**src/rtl/piso_serializer.sv**
```systemverilog
// Parallel-in serial-out transmitter: accepts an N-bit word on a valid/ready handshake
// and shifts it out MSB-first. Define PISO_PARITY_EN to append an even-parity bit per frame.
module piso_serializer #(
  parameter int N = 4
) (
  input  logic         clk,
  input  logic         rst,
  input  logic         load_valid,
  output logic         load_ready,
  input  logic [N-1:0] parallel_in,
  output logic         serial_out,
  output logic         serial_valid,
  output logic         done,
  output logic         busy
);

  localparam int CNT_W = $clog2(N);
  localparam logic [CNT_W-1:0] CNT_LAST = CNT_W'(N - 1);

  typedef enum logic [1:0] {
    IDLE,
    SHIFT
`ifdef PISO_PARITY_EN
    ,
    PARITY
`endif
  } state_e;

  state_e           state_q, state_d;
  logic [CNT_W-1:0] cnt_q, cnt_d;
  logic [N-1:0]     shift_q, shift_d;
  logic             last_bit;
  logic             accept;
`ifdef PISO_PARITY_EN
  logic             parity_q, parity_d;
`endif

  assign last_bit = (state_q == SHIFT) && (cnt_q == CNT_LAST);
  assign accept   = load_valid && load_ready;
  assign busy     = serial_valid;

  always_comb begin
    // NOTE: every signal written here gets a default first, so no path leaves one unassigned and infers a latch.
    state_d      = state_q;
    cnt_d        = cnt_q;
    shift_d      = shift_q;
`ifdef PISO_PARITY_EN
    parity_d     = parity_q;
`endif
    load_ready   = 1'b0;
    serial_out   = 1'b0;
    serial_valid = 1'b0;
    done         = 1'b0;

    case (state_q)
      IDLE: begin
        load_ready = 1'b1;
      end
      SHIFT: begin
        serial_valid = 1'b1;
        serial_out   = shift_q[N-1];
        shift_d      = {shift_q[N-2:0], 1'b0};
        cnt_d        = cnt_q + CNT_W'(1);
        if (last_bit) begin
          cnt_d = '0;
`ifdef PISO_PARITY_EN
          state_d = PARITY;
`else
          done       = 1'b1;
          load_ready = 1'b1;
          state_d    = IDLE;
`endif
        end
      end
`ifdef PISO_PARITY_EN
      PARITY: begin
        serial_valid = 1'b1;
        serial_out   = parity_q;
        done         = 1'b1;
        load_ready   = 1'b1;
        state_d      = IDLE;
      end
`endif
      default: state_d = IDLE;
    endcase

    // A word accepted on the final frame cycle starts the next frame with no gap.
    if (accept) begin
      state_d  = SHIFT;
      cnt_d    = '0;
      shift_d  = parallel_in;
`ifdef PISO_PARITY_EN
      parity_d = ^parallel_in;
`endif
    end
  end

  // NOTE: the shift register is reset too, so an abandoned frame leaves no stale data behind.
  always_ff @(posedge clk or posedge rst) begin
    if (rst) begin
      state_q  <= IDLE;
      cnt_q    <= '0;
      shift_q  <= '0;
`ifdef PISO_PARITY_EN
      parity_q <= 1'b0;
`endif
    end else begin
      // NOTE: non-blocking assignments keep every register updating from pre-edge values.
      state_q  <= state_d;
      cnt_q    <= cnt_d;
      shift_q  <= shift_d;
`ifdef PISO_PARITY_EN
      parity_q <= parity_d;
`endif
    end
  end

endmodule

```
**config.mk**
```make
export PLATFORM = sky130hd
export DESIGN_NAME = piso_serializer
export DESIGN_NICKNAME = d
export VERILOG_FILES = /design/src/rtl/piso_serializer.sv
export SDC_FILE = /design/constraint.sdc
export NUM_CORES = 1
export LEC_CHECK = 0
export CORE_AREA = 2 2 39 41
export CTS_BUF_LIST = sky130_fd_sc_hd__clkbuf_4 sky130_fd_sc_hd__clkbuf_8
export CTS_CLUSTER_DIAMETER = 30
export DETAILED_ROUTE_END_ITERATION = 8
export DIE_AREA = 0 0 41 43
export GPL_ROUTABILITY_DRIVEN = 1
export GPL_TIMING_DRIVEN = 0
export PLACE_DENSITY = 0.59
export SYNTH_ARGS = -nofsm -noshare
export SYNTH_HDL_FRONTEND = slang
export SYNTH_SLANG_ARGS = --single-unit
export TNS_END_PERCENT = 10
```
**constraint.sdc**
```tcl
create_clock -name clk -period 2.9 [get_ports clk]
set_clock_uncertainty 0.15 [all_clocks]
set_input_delay 0.725 -clock clk [delete_from_list [all_inputs] [get_ports clk]]
set_output_delay 0.725 -clock clk [all_outputs]
set_load 0.005 [all_outputs]
```
==> results of run 1 <==
how the worst max path moves through the flow:
stage	from	end	slack [ps]	cells past startpoint
2_1_floorplan	cnt_q[0]	load_ready	1170	3
3_3_place_gp	cnt_q[0]	load_ready	680	4
3_5_place_dp	cnt_q[0]	load_ready	670	4
4_1_cts	cnt_q[0]	load_ready	380	4
5_1_grt	cnt_q[0]	load_ready	300	4
6_report	cnt_q[0]	load_ready	390	4
metal layers:
layer  track usage [%]  routed length (um)  part of all wire (%)  up-vias
met5                 0                   0                     0        -
met4             4.000                   6                  0.80        0
met3             9.424                  68                   9.0        2
met2             16.88                 357                    47        9
met1             13.33                 321                    43      143
li1                  -                   -                     -      147
state kept, by name, summed over array words and instances (netlist names):
signal   count
shift_q      4
cnt_q        2
state_q      1
worst max-delay path, delay by kind of cell (launching register included):
family | cells | cell delay (ps)
flip-flops | 1 | 400
buffers and inverters | 2 | 560
AND/OR/NAND/NOR | 1 | 150
adder cells (fa/ha/maj) | 1 | 260
power by group:
| group | total (uW) | switching, uW | internal (uW) |
|---|---|---|---|
| clock network | 101 | 38.8 | 62.0 |
| logic | 233 | 92.5 | 141 |
| registers | 159 | 23.1 | 135 |
| total | 493 | 154 | 338 |
area by class of cell:
class	count	area (um^2)
inverter	1	3.754
tap	16	20.02
buffer	4	35.03
multi-input combinational	23	156.4
fill	147	863.3
sequential	7	175.2
timing repair buffer	10	100.1
clock buffer	4	30.03
kinds of logic after synthesis:
group	Yosys count	share of synthesized area [%]
compound gates	8	15.20
mux	1	2.703
buf+inv	5	10.47
fa+ha+maj	1	3.378
flops	7	47.30
simple gates	13	20.94
layout by cell type, fill, tap and decap left out:
master           instances
and2_1                   2
a31oi_1                  1
buf_2                    1
o21ai_1                  2
nand2b_1                 2
clkbuf_4                 4
inv_1                    1
dfrtp_1                  7
nand3b_1                 1
nand2_1                  5
o21ai_0                  1
and3b_1                  1
ha_1                     1
nand2b_4                 1
buf_6                    2
clkdlybuf4s50_1         10
a32oi_1                  2
a32o_1                   1
a21boi_0                 1
mux2i_1                  1
nor2_1                   1
buf_4                    1
stage by stage:
step | hold slack [ps] | util [%] | setup slack [ps] | total power, uW
after floorplan | 292.0 | - | 1173 | 303.9
after global placement | 302.5 | 35.44 | 679.7 | 388.4
after global routing | 354.8 | 37.61 | 298.3 | 540.5
after detailed placement | 321.0 | 35.44 | 674.2 | 395.4
after CTS | 329.9 | 37.61 | 383.5 | 499.6
final | 329.9 | 37.61 | 392.2 | 492.6
==> results.md, run 1 <==
* Crit-path max cell delay at 440 ps
* Clock latency on the worst-skew pair at 260 ps
* Post-synth ARST share at 100.0%
* Clock buffer depth at 2
* Share of layout cells above drive strength 1 at 18.37%
* Most common cell in the netlist: dfrtp_1
* Area leader, netlist: dfrtp_1
* Via count at 301
* Initial core utilization at 26.76%
* PD cells at 946.3 mW/mm^2
* Via density at 4.631
* Max-Cap Viols at 0
* Largest net degree at the start of global routing at 10
* # rows at 14
* CP max FO at 7
* Crit path cell chain: ha_1, nand2b_4, buf_6, clkdlybuf4s50_1
* Worst R2R End: shift_q[1]
* Cells after Synth at 35
* Core Region at 0.001384 mm^2
* Yosys top cell area share at 47.30%
* Vias in the first global route at 318
* Post-synthesis cell area at 370.4 um^2
* Final setup viols at 0
* Post-placement cell area at 490.5 um^2
* Fin crit period at 2508 ps
* Num CTS Buffers at 3
* Final setup TNS at 0 ps
* RSZ-0062 raised after global routing: false
* Area of all placed cells without fillers at 520.5 um^2
* Hold path cells at 1
* Yosys cell types at 20
* First-pass GRT wire length at 1.352 mm
* CP max-delay cell: clkdlybuf4s50_1
* Clock sink count at 7
* Reg2reg start: cnt_q[0]
* Detailed Routing Iterations Pass 1 at 4
* Clk root buf: clkbuf_4
* #FFs+latches synth at 7
* Die Footprint at 0.001763 mm^2
* Crit. End Element: primary output
* Final WL at 752 um
* Endpoint, Worst Hold: cnt_q[0]
* CP arrival at 1630 ps
* Placed instance count at 61
* LEAKAGE at 0.0002415 uW
* Post-Layout Cell Count at 65
* Port Buffer Count at 10
* Post-CTS Hold Buffers at 0
* DIE HEIGHT at 43 um
* Drt wl/cell at 11.57 um
* Required @ worst endpoint at 2030 ps
* Post-CTS Setup Bufs at 0
* Ports at 12
* R2r setup slk at 1440 ps
* Initial antenna violation count at 0
* Mapped Nets at 43
* Slew @ Worst Pin at 276.0 ps
* Final Hold Vio Count at 0
* Post-synth top cells: 7 x dfrtp_1, 5 x nand2_1
* H-tree levels at 1
* CTS clk-pin slew, worst paths at 60 ps
* Final Max Tran Viols at 0
* DR iter-0 viols at 6
* Status: completed
* Hold crit path type: flop to flop
* TritonCTS clock tree: done
* Synth-to-layout area growth at 40.54%
* Sequential area share after synthesis at 47.30%
* Nets at 58
* Die width at 41 um
* CP Launch Type: flop
* Worst slew margin at 81.53%
* Residual DRC at 0
* Hold wc startpoint: cnt_q[0]
* Period utilisation layout at 86.47%
* PostCTS Resize Cnt at 0
* FF-to-FF path depth at 5
* Crit Path Category: flop to primary output
* Yosys Warn Count at 0
* Placer Congestion at 0.6869
* Total track usage at 11.98%
* Avg Inst Size Synth at 10.58 um^2
* Main synth FF type: dfrtp_1
* DRT antenna net count at 0
* Peak Freq at 398.8 MHz
* Total global routing overflow at 0
* Antenna Cells at 0
* Synth area leaders: dfrtp_1 47%, buf_6 6.1%, nand2_1 5.1%, a32oi_1 4.7%, nand2b_4 3.7%
* Post-synth EDFFs at 0
* Max VDD drop at 425.3 uV
Note: power is estimated with default switching activity, not from simulation.
==> run 2: changes to the inputs <==
CTS_CLUSTER_DIAMETER = 60   (was 30)
==> results of run 2 <==
The final DEF is identical to that of run 1; final timing and power are the same.
